[src/rtl/atomrvcore_pkg.sv]
// Shared types and constants for the atomrvcore load/store unit.
// Holds the LSU state encoding and RV32I memory funct3 codes.
package atomrvcore_pkg;

    typedef enum logic [1:0] {
        IDLE,
        LD_WAIT,
        RMW_WAIT,
        RMW_WR
    } lsu_state_e;

    localparam logic [2:0] F3_B  = 3'b000;
    localparam logic [2:0] F3_H  = 3'b001;
    localparam logic [2:0] F3_W  = 3'b010;
    localparam logic [2:0] F3_BU = 3'b100;
    localparam logic [2:0] F3_HU = 3'b101;

    localparam int BYTE_W = 8;
    localparam int HALF_W = 16;

    function automatic logic is_word(input logic [2:0] f3);
        return f3[1:0] == 2'b10;
    endfunction

endpackage

[src/rtl/atomrvcore_lsu_if.sv]
// Execute-stage request, DCCM port and writeback return of the LSU.
// The slave modport is the LSU; master is the pipeline/memory side.
interface atomrvcore_lsu_if #(
    parameter int DATAWIDTH        = 32,
    parameter int REG_ADRESS_WIDTH = 5
);
    logic                        req_valid_i;
    logic                        req_we_i;
    logic [2:0]                  req_funct3_i;
    logic [DATAWIDTH-1:0]        req_addr_i;
    logic [DATAWIDTH-1:0]        req_wdata_i;
    logic [REG_ADRESS_WIDTH-1:0] req_rd_i;
    logic                        req_ready_o;
    logic                        stall_o;
    logic [DATAWIDTH-1:0]        dmem_addr_o;
    logic                        dmem_re_o;
    logic                        dmem_we_o;
    logic [DATAWIDTH-1:0]        dmem_wdata_o;
    logic [DATAWIDTH-1:0]        dmem_rdata_i;
    logic                        ld_valid_o;
    logic [DATAWIDTH-1:0]        ld_data_o;
    logic [REG_ADRESS_WIDTH-1:0] ld_rd_o;
    logic                        misalign_o;

    modport slave (
        input  req_valid_i, req_we_i, req_funct3_i,
        input  req_addr_i, req_wdata_i, req_rd_i,
        input  dmem_rdata_i,
        output req_ready_o, stall_o,
        output dmem_addr_o, dmem_re_o, dmem_we_o, dmem_wdata_o,
        output ld_valid_o, ld_data_o, ld_rd_o, misalign_o
    );

    modport master (
        output req_valid_i, req_we_i, req_funct3_i,
        output req_addr_i, req_wdata_i, req_rd_i,
        output dmem_rdata_i,
        input  req_ready_o, stall_o,
        input  dmem_addr_o, dmem_re_o, dmem_we_o, dmem_wdata_o,
        input  ld_valid_o, ld_data_o, ld_rd_o, misalign_o
    );
endinterface

[src/rtl/atomrvcore_lsu_align.sv]
// Lane logic: load extract/extend, sub-word store merge and
// alignment check, all purely combinational.
module atomrvcore_lsu_align
    import atomrvcore_pkg::*;
#(
    parameter int DATAWIDTH = 32
) (
    input  logic [2:0]           funct3,
    input  logic [1:0]           addr_lo,
    input  logic [DATAWIDTH-1:0] rdata,
    input  logic [DATAWIDTH-1:0] wdata,
    output logic [DATAWIDTH-1:0] ld_data,
    output logic [DATAWIDTH-1:0] merged,
    output logic                 misaligned
);

    logic [4:0]           sh_b;
    logic [4:0]           sh_h;
    logic [DATAWIDTH-1:0] rd_b;
    logic [DATAWIDTH-1:0] rd_h;
    logic [BYTE_W-1:0]    lane_b;
    logic [HALF_W-1:0]    lane_h;
    logic [DATAWIDTH-1:0] mask_b;
    logic [DATAWIDTH-1:0] mask_h;
    logic [DATAWIDTH-1:0] ins_b;
    logic [DATAWIDTH-1:0] ins_h;

    assign sh_b   = {addr_lo, 3'b000};
    assign sh_h   = {addr_lo[1], 4'b0000};
    assign rd_b   = rdata >> sh_b;
    assign rd_h   = rdata >> sh_h;
    assign lane_b = rd_b[BYTE_W-1:0];
    assign lane_h = rd_h[HALF_W-1:0];

    assign mask_b = {{(DATAWIDTH-BYTE_W){1'b0}}, {BYTE_W{1'b1}}} << sh_b;
    assign mask_h = {{(DATAWIDTH-HALF_W){1'b0}}, {HALF_W{1'b1}}} << sh_h;
    assign ins_b  = {{(DATAWIDTH-BYTE_W){1'b0}}, wdata[BYTE_W-1:0]} << sh_b;
    assign ins_h  = {{(DATAWIDTH-HALF_W){1'b0}}, wdata[HALF_W-1:0]} << sh_h;

    always_comb begin
        ld_data = rdata;
        case (funct3)
            F3_B:  ld_data = {{(DATAWIDTH-BYTE_W){lane_b[BYTE_W-1]}}, lane_b};
            F3_BU: ld_data = {{(DATAWIDTH-BYTE_W){1'b0}}, lane_b};
            F3_H:  ld_data = {{(DATAWIDTH-HALF_W){lane_h[HALF_W-1]}}, lane_h};
            F3_HU: ld_data = {{(DATAWIDTH-HALF_W){1'b0}}, lane_h};
            default: ld_data = rdata;
        endcase
    end

    always_comb begin
        merged = wdata;
        case (funct3[1:0])
            2'b00: merged = (rdata & ~mask_b) | ins_b;
            2'b01: merged = (rdata & ~mask_h) | ins_h;
            default: merged = wdata;
        endcase
    end

    always_comb begin
        misaligned = 1'b0;
        case (funct3[1:0])
            2'b01: misaligned = addr_lo[0];
            2'b10: misaligned = |addr_lo;
            2'b11: misaligned = 1'b1;
            default: misaligned = 1'b0;
        endcase
    end

endmodule

[src/rtl/atomrvcore_lsu.sv]
// Load/store unit driving the word-wide DCCM port; sub-word stores
// are done as read-modify-write and stall the pipeline meanwhile.
module atomrvcore_lsu
    import atomrvcore_pkg::*;
#(
    parameter int DATAWIDTH        = 32,
    parameter int REG_ADRESS_WIDTH = 5
) (
    input  logic            clk_i,
    input  logic            rst_i,
    atomrvcore_lsu_if.slave bus
);

    lsu_state_e state;
    lsu_state_e state_nxt;

    logic [DATAWIDTH-1:0]        addr_q;
    logic [DATAWIDTH-1:0]        wdata_q;
    logic [DATAWIDTH-1:0]        merged_q;
    logic [2:0]                  funct3_q;
    logic [REG_ADRESS_WIDTH-1:0] rd_q;

    logic                 idle;
    logic                 accept;
    logic                 go;
    logic [2:0]           sel_f3;
    logic [1:0]           sel_lo;
    logic [DATAWIDTH-1:0] sel_wdata;
    logic [DATAWIDTH-1:0] al_ld;
    logic [DATAWIDTH-1:0] al_merged;
    logic                 al_mis;

    assign idle   = (state == IDLE);
    assign accept = idle && bus.req_valid_i;
    assign go     = accept && !al_mis;

    assign bus.req_ready_o = idle;
    assign bus.stall_o     = !idle;

    // In IDLE the checker looks at the live request; later at the latch.
    assign sel_f3    = idle ? bus.req_funct3_i : funct3_q;
    assign sel_lo    = idle ? bus.req_addr_i[1:0] : addr_q[1:0];
    assign sel_wdata = idle ? bus.req_wdata_i : wdata_q;

    atomrvcore_lsu_align #(
        .DATAWIDTH(DATAWIDTH)
    ) u_align (
        .funct3    (sel_f3),
        .addr_lo   (sel_lo),
        .rdata     (bus.dmem_rdata_i),
        .wdata     (sel_wdata),
        .ld_data   (al_ld),
        .merged    (al_merged),
        .misaligned(al_mis)
    );

    always_ff @(posedge clk_i or posedge rst_i) begin
        if (rst_i) state <= IDLE;
        else       state <= state_nxt;
    end

    always_comb begin
        state_nxt = state;
        case (state)
            IDLE: begin
                if (go) begin
                    if (!bus.req_we_i)                  state_nxt = LD_WAIT;
                    else if (!is_word(bus.req_funct3_i)) state_nxt = RMW_WAIT;
                    else                                state_nxt = IDLE;
                end
            end
            LD_WAIT:  state_nxt = IDLE;
            RMW_WAIT: state_nxt = RMW_WR;
            RMW_WR:   state_nxt = IDLE;
            default:  state_nxt = IDLE;
        endcase
    end

    always_comb begin
        bus.dmem_re_o    = 1'b0;
        bus.dmem_we_o    = 1'b0;
        bus.dmem_addr_o  = {addr_q[DATAWIDTH-1:2], 2'b00};
        bus.dmem_wdata_o = merged_q;
        case (state)
            IDLE: begin
                bus.dmem_addr_o  = {bus.req_addr_i[DATAWIDTH-1:2], 2'b00};
                bus.dmem_wdata_o = bus.req_wdata_i;
                if (go) begin
                    if (bus.req_we_i && is_word(bus.req_funct3_i))
                        bus.dmem_we_o = 1'b1;
                    else
                        bus.dmem_re_o = 1'b1;
                end
            end
            RMW_WR:  bus.dmem_we_o = 1'b1;
            default: ;
        endcase
        if (rst_i) begin
            bus.dmem_re_o = 1'b0;
            bus.dmem_we_o = 1'b0;
        end
    end

    always_ff @(posedge clk_i or posedge rst_i) begin
        if (rst_i) begin
            addr_q   <= '0;
            wdata_q  <= '0;
            funct3_q <= '0;
            rd_q     <= '0;
            merged_q <= '0;
        end else begin
            if (accept) begin
                addr_q   <= bus.req_addr_i;
                wdata_q  <= bus.req_wdata_i;
                funct3_q <= bus.req_funct3_i;
                rd_q     <= bus.req_rd_i;
            end
            if (state == RMW_WAIT) merged_q <= al_merged;
        end
    end

    always_ff @(posedge clk_i or posedge rst_i) begin
        if (rst_i) begin
            bus.ld_valid_o <= 1'b0;
            bus.ld_data_o  <= '0;
            bus.ld_rd_o    <= '0;
            bus.misalign_o <= 1'b0;
        end else begin
            bus.ld_valid_o <= (state == LD_WAIT);
            bus.misalign_o <= accept && al_mis;
            if (state == LD_WAIT) begin
                bus.ld_data_o <= al_ld;
                bus.ld_rd_o   <= rd_q;
            end
        end
    end

endmodule

[src/flat_wrapper.sv]
// flat-port wrapper written by rule: the top's interface ports become plain ports
module atomrvcore_lsu_flat import atomrvcore_pkg::*;
#(
    parameter int DATAWIDTH        = 32,
    parameter int REG_ADRESS_WIDTH = 5
)
  (clk_i, rst_i, bus_req_valid_i, bus_req_we_i, bus_req_funct3_i, bus_req_addr_i, bus_req_wdata_i, bus_req_rd_i, bus_dmem_rdata_i, bus_req_ready_o, bus_stall_o, bus_dmem_addr_o, bus_dmem_re_o, bus_dmem_we_o, bus_dmem_wdata_o, bus_ld_valid_o, bus_ld_data_o, bus_ld_rd_o, bus_misalign_o);
  atomrvcore_lsu_if #(.DATAWIDTH(DATAWIDTH), .REG_ADRESS_WIDTH(REG_ADRESS_WIDTH)) bus_i ();
  input  logic clk_i;
  input  logic rst_i;
  input wire logic [$bits(bus_i.req_valid_i)-1:0] bus_req_valid_i;
  input wire logic [$bits(bus_i.req_we_i)-1:0] bus_req_we_i;
  input wire logic [$bits(bus_i.req_funct3_i)-1:0] bus_req_funct3_i;
  input wire logic [$bits(bus_i.req_addr_i)-1:0] bus_req_addr_i;
  input wire logic [$bits(bus_i.req_wdata_i)-1:0] bus_req_wdata_i;
  input wire logic [$bits(bus_i.req_rd_i)-1:0] bus_req_rd_i;
  input wire logic [$bits(bus_i.dmem_rdata_i)-1:0] bus_dmem_rdata_i;
  output wire logic [$bits(bus_i.req_ready_o)-1:0] bus_req_ready_o;
  output wire logic [$bits(bus_i.stall_o)-1:0] bus_stall_o;
  output wire logic [$bits(bus_i.dmem_addr_o)-1:0] bus_dmem_addr_o;
  output wire logic [$bits(bus_i.dmem_re_o)-1:0] bus_dmem_re_o;
  output wire logic [$bits(bus_i.dmem_we_o)-1:0] bus_dmem_we_o;
  output wire logic [$bits(bus_i.dmem_wdata_o)-1:0] bus_dmem_wdata_o;
  output wire logic [$bits(bus_i.ld_valid_o)-1:0] bus_ld_valid_o;
  output wire logic [$bits(bus_i.ld_data_o)-1:0] bus_ld_data_o;
  output wire logic [$bits(bus_i.ld_rd_o)-1:0] bus_ld_rd_o;
  output wire logic [$bits(bus_i.misalign_o)-1:0] bus_misalign_o;
  assign bus_i.req_valid_i = bus_req_valid_i;
  assign bus_i.req_we_i = bus_req_we_i;
  assign bus_i.req_funct3_i = bus_req_funct3_i;
  assign bus_i.req_addr_i = bus_req_addr_i;
  assign bus_i.req_wdata_i = bus_req_wdata_i;
  assign bus_i.req_rd_i = bus_req_rd_i;
  assign bus_i.dmem_rdata_i = bus_dmem_rdata_i;
  assign bus_req_ready_o = bus_i.req_ready_o;
  assign bus_stall_o = bus_i.stall_o;
  assign bus_dmem_addr_o = bus_i.dmem_addr_o;
  assign bus_dmem_re_o = bus_i.dmem_re_o;
  assign bus_dmem_we_o = bus_i.dmem_we_o;
  assign bus_dmem_wdata_o = bus_i.dmem_wdata_o;
  assign bus_ld_valid_o = bus_i.ld_valid_o;
  assign bus_ld_data_o = bus_i.ld_data_o;
  assign bus_ld_rd_o = bus_i.ld_rd_o;
  assign bus_misalign_o = bus_i.misalign_o;
  atomrvcore_lsu #(.DATAWIDTH(DATAWIDTH), .REG_ADRESS_WIDTH(REG_ADRESS_WIDTH)) u_core (.clk_i(clk_i), .rst_i(rst_i), .bus(bus_i));
endmodule
[config.mk]
export PLATFORM = sky130hd
export DESIGN_NAME = atomrvcore_lsu_flat
export DESIGN_NICKNAME = d
export VERILOG_FILES = /design/src/rtl/atomrvcore_pkg.sv /design/src/rtl/atomrvcore_lsu_if.sv /design/src/rtl/atomrvcore_lsu_align.sv /design/src/rtl/atomrvcore_lsu.sv /design/src/flat_wrapper.sv
export SDC_FILE = /design/constraint.sdc
export NUM_CORES = 1
export LEC_CHECK = 0
export CORE_ASPECT_RATIO = 2
export CORE_MARGIN = 10
export CORE_UTILIZATION = 46
export CTS_BUF_LIST = sky130_fd_sc_hd__clkbuf_4
export CTS_CLUSTER_SIZE = 12
export DETAILED_ROUTE_END_ITERATION = 10
export GPL_TIMING_DRIVEN = 1
export PLACE_DENSITY = 0.88
export SYNTH_ARGS = -nofsm -noshare
export SYNTH_HDL_FRONTEND = slang
export SYNTH_HIERARCHICAL = 1
export SYNTH_SLANG_ARGS = --single-unit
export TNS_END_PERCENT = 20
[constraint.sdc]
create_clock -name clk_i -period 4.5 [get_ports clk_i]
set_input_delay 0.45 -clock clk_i [delete_from_list [all_inputs] [get_ports clk_i]]
set_output_delay 0.45 -clock clk_i [all_outputs]
set_load 0.005 [all_outputs]
==> results.json <==
{
  "status": "completed",
  "port_buffers": 212,
  "clock_latency_ns": 0.56,
  "netlist_area_um2": 8130,
  "cp-start-kind": "flop",
  "design.core.area_um2": 17400,
  "grt_overflow": 0,
  "fp-row-count": 68,
  "syn_area_per_cell_um2": 10.1,
  "skew_ns": 0.0261,
  "stdcell_area_um2": 10600,
  "fin_util": 0.611,
  "r2r_cells": 9,
  "maxCapViolations": 0,
  "synth_seq_cells": 145,
  "yosysWarningCount": 6,
  "crit_type": "flop to output port",
  "worstPathRequired_ns": 4.05,
  "cp_common_cell": "nor3_1",
  "finalSetupViolCount": 0,
  "synthTopCellsByCount": "mux2_2 (148), dfrtp_1 (145), nand2_1 (120), o21ai_0 (103), inv_1 (69)",
  "finalSetupTns_ns": 0,
  "path_max_fanout": 17,
  "ys_types": 40,
  "die-area_um2": 23700,
  "drive_above_1_share": 0.199,
  "yosysMostFrequentCell": "mux2_2",
  "dr_total_vias": 6727,
  "nets": 1094,
  "endpoint_kind": "output port",
  "grt_use_total": 0.215,
  "route.detailed.drc": 0,
  "fmax_mhz": 266,
  "dp_hpwl_um": 19600,
  "rsz0062_at_grt": "false",
  "yosys.area.top_type": "dfrtp_1",
  "cts_tree": "done",
  "grt_antenna_before_repair": 3,
  "cts_buffer_depth": 2,
  "power_leakage_nw": 4.63,
  "grt_first_pass_wirelength_um": 39800,
  "cts_setup_buffers": 0,
  "wl_um": 25600,
  "hp-class": "input pin to async pin",
  "slew_headroom": 0.168,
  "cts_hold_buffers": 0,
  "synth_top_area_share": 0.446,
  "critPathSlowestCell": "clkdlybuf4s50_1",
  "viasPerCell": 5.57,
  "h-tree-depth": 4,
  "io_pins": 215,
  "worstMarginPinSlew_ns": 1.23,
  "min_period_ns": 3.76,
  "drt-initial-drc-count": 402,
  "async_flop_share": 1.00,
  "cts-root-buf": "clkbuf_4",
  "path_cells": "inv_1, ha_4, mux2_2, nor3_1, nor2_1, nor2b_1, a31oi_1, nor3_1, clkdlybuf4s50_1",
  "synth_edf_count": 0,
  "arrival_ns": 3.31,
  "fin_crit_sh": 0.835,
  "ys_top_cells_by_area": "dfrtp_1 (45%), mux2_2 (21%), o21ai_0 (6.3%)",
  "ys.flop_type": "dfrtp_1",
  "place_congestion": 0.938,
  "grt_pass1_vias": 7168,
  "clock_sinks": 145,
  "grt_max_degree": 86,
  "power.density_nw_per_um2": 779,
  "synthToLayoutAreaGrowth_pct": 30.4,
  "die_w_um": 114,
  "cp_slowest_stage_delay_ns": 0.58,
  "ys_seq_area_frac": 0.446,
  "post_cts_resized": 0,
  "cts.clk_slew.worst_paths_ns": 0.14,
  "initial_utilization": 0.468,
  "drt_pass1_iterations": 5,
  "syn_inst": 802,
  "numCtsBuffers": 17,
  "antenna_left": 0,
  "dieHeight_um": 208,
  "slew_violations": 0,
  "placed_area_um2": 10300,
  "wl_per_cell_um": 21.2,
  "ir_drop_mv": 0.500,
  "hold_viol": 0
}
cell type report:
class | count | area (um^2)
diodes | 3 | 7.51
clock buffers | 18 | 135
clock inverters | 13 | 150
fillers | 1449 | 6760
inverters | 70 | 268
multi-input cells | 528 | 3970
flip-flops and latches | 145 | 3630
well taps | 210 | 263
repair buffers | 220 | 2180
metal layers:
layer / part of all wire / GRT usage / up-vias
met5: 0 / 0 / -
met4: 0.063 / 0.139 / 0
met3: 0.070 / 0.0596 / 75
met2: 0.53 / 0.373 / 282
met1: 0.34 / 0.215 / 3230
li1: - / - / 3140
power breakdown:
group / switching [mW] / internal [mW]
sequential: 0.287 / 1.96
combinational: 2.53 / 2.63
clock: 0.511 / 0.346
final timing paths:
kind	from	end	slack (ns)
worst max-delay path	u_core/state[0]$_DFFE_PP0P_	bus_dmem_we_o	0.74
worst min-delay path	rst_i	u_core/addr_q[24]$_DFFE_PP0N_	0.49
worst max register to register	u_core/state[0]$_DFFE_PP0P_	u_core/merged_q[9]$_DFFE_PP0P_	1.41
worst min register to register	u_core/addr_q[21]$_DFFE_PP0N_	u_core/addr_q[21]$_DFFE_PP0N_	0.51
max in group asynchronous	rst_i	u_core/wdata_q[19]$_DFFE_PP0N_	3.00
min in group clk_i	bus_req_rd_i[2]	u_core/rd_q[2]$_DFFE_PP0N_	0.49
sequential cells by signal, indices dropped and copies added (netlist names):
signal	flops
u_core/state	2
u_core/bus.ld_data_o	32
u_core/bus.ld_valid_o	1
u_core/addr_q	32
u_core/merged_q	32
u_core/bus.misalign_o	1
u_core/wdata_q	32
u_core/funct3_q	3
u_core/rd_q	5
u_core/bus.ld_rd_o	5
logic make-up after synthesis:
group	synth area share
simple gates	0.0841
flops	0.446
compound gates	0.130
buf+inv	0.0683
other cells	0.000461
mux	0.264
fa+ha+maj	0.00616
per-stage QoR:
| step | std cells | total power [mW] | hold slack [ns] | worst slack (ns) |
|---|---|---|---|---|
| 6_report | 1207 | 8.25 | 0.490 | 0.745 |
| 5_1_grt | 1207 | 8.85 | 0.451 | 0.508 |
| 4_1_cts | 1204 | 8.29 | 0.444 | 0.695 |
| 3_5_place_dp | 1173 | 7.41 | 0.478 | 1.26 |
| 3_3_place_gp | 1173 | 7.26 | 0.469 | 1.28 |
| 2_1_floorplan | 803 | 5.38 | 0.459 | 0.155 |
cells in the final DEF, fill, tap and decap left out, types with 3 or more instances in the layout:
| master | instances |
|---|---|
| clkdlybuf4s50_1 | 212 |
| mux2_2 | 148 |
| dfrtp_1 | 145 |
| nand2_1 | 120 |
| o21ai_0 | 103 |
| inv_1 | 68 |
| mux2i_1 | 39 |
| clkbuf_4 | 18 |
| o221ai_1 | 16 |
| a221o_1 | 15 |
| nor2b_1 | 13 |
| nor2_1 | 11 |
| a21oi_1 | 10 |
| buf_4 | 8 |
| a22o_1 | 8 |
| inv_6 | 7 |
| o211ai_1 | 7 |
| mux2_1 | 6 |
| nand2b_1 | 4 |
| diode_2 | 3 |
| nor3_1 | 3 |
worst max-delay path, delay by kind of cell, from the launching register on:
family,cells,cell delay (ns)
simple gates,4,0.74
mux,1,0.50
fa+ha+maj,1,0.20
buf+inv,2,0.73
flops,1,0.44
compound gates,1,0.12
No activity file was read; power rests on OpenSTA's default activity.
